### src/rtl/bbcpu_pkg.sv
// rtl/bbcpu_pkg.sv - shared state encoding and requester indices for the RAM arbiter
package bbcpu_pkg;

    typedef enum logic [1:0] {
        IDLE    = 2'd0,
        ADDR    = 2'd1,
        ACCESS  = 2'd2,
        CAPTURE = 2'd3
    } state_t;

    localparam int REQ_CPU = 0;
    localparam int REQ_LDR = 1;

endpackage

### src/rtl/rr_arbiter2.sv
// rtl/rr_arbiter2.sv - combinational two-input round-robin pick, one-hot grant
module rr_arbiter2 (
    input  logic [1:0] eligible,
    input  logic       last,
    output logic [1:0] grant
);

    // last: 0 = CPU served last, 1 = loader served last; a tie goes to the other one
    always_comb begin
        grant = 2'b00;
        case (eligible)
            2'b01:   grant = 2'b01;
            2'b10:   grant = 2'b10;
            2'b11:   grant = last ? 2'b01 : 2'b10;
            default: grant = 2'b00;
        endcase
    end

endmodule

### src/rtl/ram_arbiter.sv
// rtl/ram_arbiter.sv - shares the single-port RAM between CPU sequencer and UART loader
module ram_arbiter
    import bbcpu_pkg::*;
#(
    parameter int WIDTH         = 8,
    parameter int ADDRESS_WIDTH = 4
) (
    input  logic                     clk,
    input  logic                     rstn,
    input  logic                     c_req,
    input  logic                     c_we,
    input  logic [ADDRESS_WIDTH-1:0] c_addr,
    input  logic [WIDTH-1:0]         c_wdata,
    input  logic                     l_req,
    input  logic                     l_we,
    input  logic [ADDRESS_WIDTH-1:0] l_addr,
    input  logic [WIDTH-1:0]         l_wdata,
    output logic                     c_gnt,
    output logic                     c_done,
    output logic [WIDTH-1:0]         c_rdata,
    output logic                     l_gnt,
    output logic                     l_done,
    output logic [WIDTH-1:0]         l_rdata,
    output logic                     ram_addr_en,
    output logic                     ram_we,
    output logic                     ram_en,
    output logic [WIDTH-1:0]         ram_din,
    input  logic [WIDTH-1:0]         ram_dout
);

    state_t                   state;
    logic                     last;
    logic                     sel_ldr;
    logic                     lat_we;
    logic [WIDTH-1:0]         lat_wdata;
    logic [1:0]               eligible;
    logic [1:0]               pick;
    logic [ADDRESS_WIDTH-1:0] pick_addr;

    // A port whose done is showing this cycle must not be re-accepted on its still-high req
    assign eligible[REQ_CPU] = c_req & ~c_done;
    assign eligible[REQ_LDR] = l_req & ~l_done;
    assign pick_addr         = pick[REQ_LDR] ? l_addr : c_addr;

    rr_arbiter2 u_pick (
        .eligible (eligible),
        .last     (last),
        .grant    (pick)
    );

    always_ff @(posedge clk or negedge rstn) begin
        if (!rstn) begin
            state       <= IDLE;
            last        <= 1'b0;
            sel_ldr     <= 1'b0;
            lat_we      <= 1'b0;
            lat_wdata   <= '0;
            c_gnt       <= 1'b0;
            l_gnt       <= 1'b0;
            c_done      <= 1'b0;
            l_done      <= 1'b0;
            c_rdata     <= '0;
            l_rdata     <= '0;
            ram_addr_en <= 1'b0;
            ram_we      <= 1'b0;
            ram_en      <= 1'b0;
            ram_din     <= '0;
        end else begin
            c_done      <= 1'b0;
            l_done      <= 1'b0;
            ram_addr_en <= 1'b0;
            ram_we      <= 1'b0;
            ram_en      <= 1'b0;
            ram_din     <= '0;
            case (state)
                IDLE: begin
                    if (|pick) begin
                        state       <= ADDR;
                        sel_ldr     <= pick[REQ_LDR];
                        last        <= pick[REQ_LDR];
                        c_gnt       <= pick[REQ_CPU];
                        l_gnt       <= pick[REQ_LDR];
                        lat_we      <= pick[REQ_LDR] ? l_we : c_we;
                        lat_wdata   <= pick[REQ_LDR] ? l_wdata : c_wdata;
                        ram_addr_en <= 1'b1;
                        ram_din     <= {{(WIDTH-ADDRESS_WIDTH){1'b0}}, pick_addr};
                    end
                end
                ADDR: begin
                    state <= ACCESS;
                    if (lat_we) begin
                        ram_we  <= 1'b1;
                        ram_din <= lat_wdata;
                    end else begin
                        ram_en <= 1'b1;
                    end
                end
                ACCESS: begin
                    state <= CAPTURE;
                end
                CAPTURE: begin
                    state <= IDLE;
                    c_gnt <= 1'b0;
                    l_gnt <= 1'b0;
                    if (sel_ldr) begin
                        l_done <= 1'b1;
                        if (!lat_we) l_rdata <= ram_dout;
                    end else begin
                        c_done <= 1'b1;
                        if (!lat_we) c_rdata <= ram_dout;
                    end
                end
                default: state <= IDLE;
            endcase
        end
    end

endmodule

### config.mk
export PLATFORM = sky130hd
export DESIGN_NAME = ram_arbiter
export DESIGN_NICKNAME = d
export VERILOG_FILES = /design/src/rtl/bbcpu_pkg.sv /design/src/rtl/rr_arbiter2.sv /design/src/rtl/ram_arbiter.sv
export SDC_FILE = /design/constraint.sdc
export NUM_CORES = 1
export LEC_CHECK = 0
export ABC_AREA = 1
export BUFFER_PORTS_ARGS = -buffer_cell sky130_fd_sc_hd__buf_2
export CORE_ASPECT_RATIO = 1.4
export CORE_MARGIN = 5
export CORE_UTILIZATION = 30
export CTS_BUF_LIST = sky130_fd_sc_hd__clkbuf_4 sky130_fd_sc_hd__clkbuf_8
export DETAILED_ROUTE_END_ITERATION = 8
export GPL_ROUTABILITY_DRIVEN = 0
export HOLD_SLACK_MARGIN = 0.06
export SYNTH_ARGS = -nofsm -noshare
export SYNTH_HDL_FRONTEND = slang
export SYNTH_SLANG_ARGS = --single-unit
### constraint.sdc
create_clock -name clk -period 1.15 [get_ports clk]
set_input_delay 0.115 -clock clk [delete_from_list [all_inputs] [get_ports clk]]
set_output_delay 0.115 -clock clk [all_outputs]
set_load 0.01 [all_outputs]
==> out/metrics.sh <==
DRTPASS1ITERATIONS=4
DIE_Y_EXTENT_UM=105.4
FINALHOLDWORSTSLACK_NS=0.07744
PRE_CTS_WS_NS=-0.1155
CLK_SKEW_NS=0.007676
MAPPEDNETLISTAREA_UM2=1949
YS.WARNINGS.COUNT=0
FINAL_ROUTED_WIRE_LENGTH_DIVIDED_BY_CELL_COUNT_UM=12.30
DETAILED_PLACE_HPWL_UM=3463
NUM_ROWS=34
SYNTH_TOP_AREA_SHARE_PCT=55.20
OUTCOME='finished, violations left'
SLEW_VIOLATIONS=0
POST_SYNTHESIS_SEQUENTIAL_ELEMENT_COUNT=43
VIA_COUNT=1761
POST_SYNTH.CELL_AREA_AVG_UM2=8.295
MAX-CAP-VIOLATIONS=0
WL_MET2_UM=2739
GRT_PASS1_VIAS=1778
GRT_SETUP_UNREPAIRED='true'
ANT_NETS_AFTER_ROUTE=0
FINAL.MIN_CLOCK_PERIOD_NS=1.219
CP_MAX_FO=6
CTS_INSERTED_BUFFERS=5
MAXCLOCKFREQUENCY_GHz=0.8201
TOTALWIRELENGTH_UM=4897
GLOBAL_ROUTE_WIRE_LENGTH_BEFORE_REPAIR_UM=7838
SETUP_VIOLATIONS=22
FINAL_CRITICAL_PATH_SETUP_SLACK_NS=-0.06936
ANTENNA_FOUND_INITIAL=0
NETS=368
CRITPATHREQUIREDTIME_NS=1.33
CLK_LATENCY_WORST_SKEW_PAIR_NS=0.29
FULL_DIE_AREA_UM2=8233
INITIAL_CELL_DENSITY_OF_THE_CORE_PCT=31.17
TOTAL_ROUTING_USAGE_GR_PCT=11.67
POST_SYNTH_INST_COUNT=235
POWER_LEAKAGE_uW=0.001667
POSTSYNTH.ASYNCRESETSHARE_PCT=100.0
IOS=69
AVGVIACOUNTPERCELL=4.425
FINAL.PERIOD_UTILIZATION_PCT=106.0
INSTANCES_NO_FILL=398
CLOCK_TREE.ROOT_CELL='sky130_fd_sc_hd__clkbuf_8'
TIMING.SETUP.CRITICAL_PATH_CLASS='reg2reg'
DETAILROUTE.WIRELENGTH.MET3_UM=337
DATA_ARRIVAL_CRITICAL_PATH_NS=1.40
NUMBER_OF_DRC_VIOLATIONS_AFTER_DETAILED_ROUTING=0
CLK_PIN_SLEW_WORST_PATHS_NS=0.07
IR_WORST_VDD_uV=764.3
PORTION_OF_THE_POST_SYNTHESIS_AREA_USED_BY_SEQUENTIAL_ELEMENTS_PCT=55.20
FINALHOLDVIOLATIONS=0
POSTSYNTHNETCOUNT=277
POST-SYNTH-TOP-COUNT-CELL='sky130_fd_sc_hd__nand2_1'
DRTITER0DRC=60
SYNTH_AREA_LEADER_CELL='sky130_fd_sc_hd__dfrtp_1'
VIOLATIONS='negative setup slack'
HOLD_PATH.CLASS='in2reg'
GRT_MAX_DEGREE=44
H-TREE-DEPTH=2
POST_SYNTH_CELL_TYPES=18
POST_ROUTE_CELLS_DRIVE_ABOVE_1_SHARE_PCT=46.32
SYNTH_EDF_COUNT=0
SYNTH.AREA.TOP_CELLS='sky130_fd_sc_hd__dfrtp_1 55%, sky130_fd_sc_hd__nand2_1 13%, sky130_fd_sc_hd__inv_1 9.2%, sky130_fd_sc_hd__nand3_1 7.7%, sky130_fd_sc_hd__o21ai_0 4.9%'
WORSTMARGINPINSLEW_NS=0.3363
PLACEABLECOREAREA_UM2=6254
TRITONCTS_NUM_SINKS=43
DP_CELLS=381
CP-END-KIND='flip-flop'
TRITONCTS='done'
CTS_BUFFER_DEPTH=2
RELSLEWSLACK_PCT=77.56
MET1_WIRE_LENGTH_UM=1758
AREA.GROWTH.SYNTH_TO_FINAL_PCT=49.36
CP_STARTPOINT_KIND='flip-flop'
YS_DOMINANT_REG_CELL='sky130_fd_sc_hd__dfrtp_1'
DIODES=0
ROUTED.TOP_LAYER='met4'
NETLIST_TOP_CELLS_COUNT='67 x sky130_fd_sc_hd__nand2_1, 48 x sky130_fd_sc_hd__inv_1, 43 x sky130_fd_sc_hd__dfrtp_1'
GLOBALROUTE.TOTALOVERFLOW=0
POWER_PER_CELL_AREA_nW_PER_UM2=2507
CHIPWIDTH_UM=78.13
PORT-BUFFER-COUNT=68
-- cells by family after synthesis --
kind of cell             synth area share, %
AO/OA/AOI/OAI                          5.134
adder cells (fa/ha/maj)                2.567
buffers and inverters                  12.26
flip-flops                             55.20
AND/OR/NAND/NOR                        24.84
-- timing repair --
action,CTS,global route
endpoints found under the setup margin,34,39
setup buffers,3,4
gates cloned,0,2
pin swaps,6,21
resized for setup,23,65
hold buffers,1,0
endpoints found under the hold margin,43,0
-- layer usage --
metal	up-vias	global-route usage, %
li1	895	-
met1	812	11.74
met2	50	22.45
met3	4	2.816
met4	0	4.348
met5	-	0
-- state kept, by name, summed over array words and instances (netlist names) --
register	cells
c_done	1
c_gnt	1
c_rdata	8
l_done	1
l_gnt	1
l_rdata	8
lat_wdata	8
lat_we	1
ram_addr_en	1
ram_din	8
ram_en	1
ram_we	1
sel_ldr	1
state	2
-- critical path: stages, from the launching register on --
cell                      delay [ns]
sky130_fd_sc_hd__dfrtp_1        0.42
sky130_fd_sc_hd__inv_1          0.07
sky130_fd_sc_hd__nand2_1        0.11
sky130_fd_sc_hd__nand2_2        0.11
sky130_fd_sc_hd__nand2_8        0.13
sky130_fd_sc_hd__buf_6          0.14
sky130_fd_sc_hd__nand2_2        0.04
sky130_fd_sc_hd__nand2_1        0.05
sky130_fd_sc_hd__nand2_1        0.05
-- path summary, 6_finish.rpt --
check                       startpoint          to  slack, ns  cells after the start
max                             l_done       c_gnt      -0.07                      8
min                        ram_dout[0]  l_rdata[0]       0.08                      3
max reg2reg                     l_done       c_gnt      -0.07                      8
min reg2reg                 c_rdata[7]  c_rdata[7]       0.48                      2
max in group asynchronous         rstn     sel_ldr       0.60                      3
min in group asynchronous         rstn  ram_din[7]       0.33                      3
-- where the power goes --
group	total (uW)	internal, uW	switching, uW
sequential	2650	2200	455
combinational	3510	1580	1930
clock	1140	660	482
total	7300	4430	2870
-- per-stage QoR --
stage | area [um2] | utilization [%] | TNS, ns | total power [uW]
after floorplan | 1961 | - | -0.009517 | 4097
after global placement | 2445 | 39.10 | -1.519 | 5078
after detailed placement | 2445 | 39.10 | -2.791 | 5136
after CTS | 2648 | 42.34 | -0.4231 | 6601
after global routing | 2912 | 46.56 | -3.214 | 7893
final | 2912 | 46.56 | -0.7952 | 7299
-- placed cells by master, fill, tap and decap left out, types with 2 or more instances in the layout --
| cell | instances |
|---|---|
| sky130_fd_sc_hd__nor2_4 | 2 |
| sky130_fd_sc_hd__nand2_4 | 7 |
| sky130_fd_sc_hd__o21ai_0 | 9 |
| sky130_fd_sc_hd__o21ai_1 | 11 |
| sky130_fd_sc_hd__buf_2 | 68 |
| sky130_fd_sc_hd__nor2_2 | 3 |
| sky130_fd_sc_hd__clkbuf_8 | 5 |
| sky130_fd_sc_hd__inv_2 | 5 |
| sky130_fd_sc_hd__nor2_1 | 4 |
| sky130_fd_sc_hd__dfrtp_1 | 41 |
| sky130_fd_sc_hd__inv_6 | 2 |
| sky130_fd_sc_hd__dfrtp_2 | 2 |
| sky130_fd_sc_hd__nand2_2 | 22 |
| sky130_fd_sc_hd__ha_4 | 3 |
| sky130_fd_sc_hd__buf_4 | 11 |
| sky130_fd_sc_hd__inv_1 | 41 |
| sky130_fd_sc_hd__buf_12 | 3 |
| sky130_fd_sc_hd__nand3_2 | 3 |
| sky130_fd_sc_hd__nand3_1 | 27 |
| sky130_fd_sc_hd__nand2_8 | 3 |
| sky130_fd_sc_hd__buf_6 | 5 |
| sky130_fd_sc_hd__nand2_1 | 39 |
-- cell type report --
type | count | area, um2
well taps | 72 | 90.09
clock inverters | 1 | 30.03
flip-flops and latches | 43 | 1079
fillers | 617 | 3342
repair buffers | 89 | 564.3
inverters | 49 | 201.4
clock buffers | 6 | 76.32
multi-input cells | 137 | 864.6
repair inverters | 1 | 6.256
Note: power is estimated with default switching activity, not from simulation.
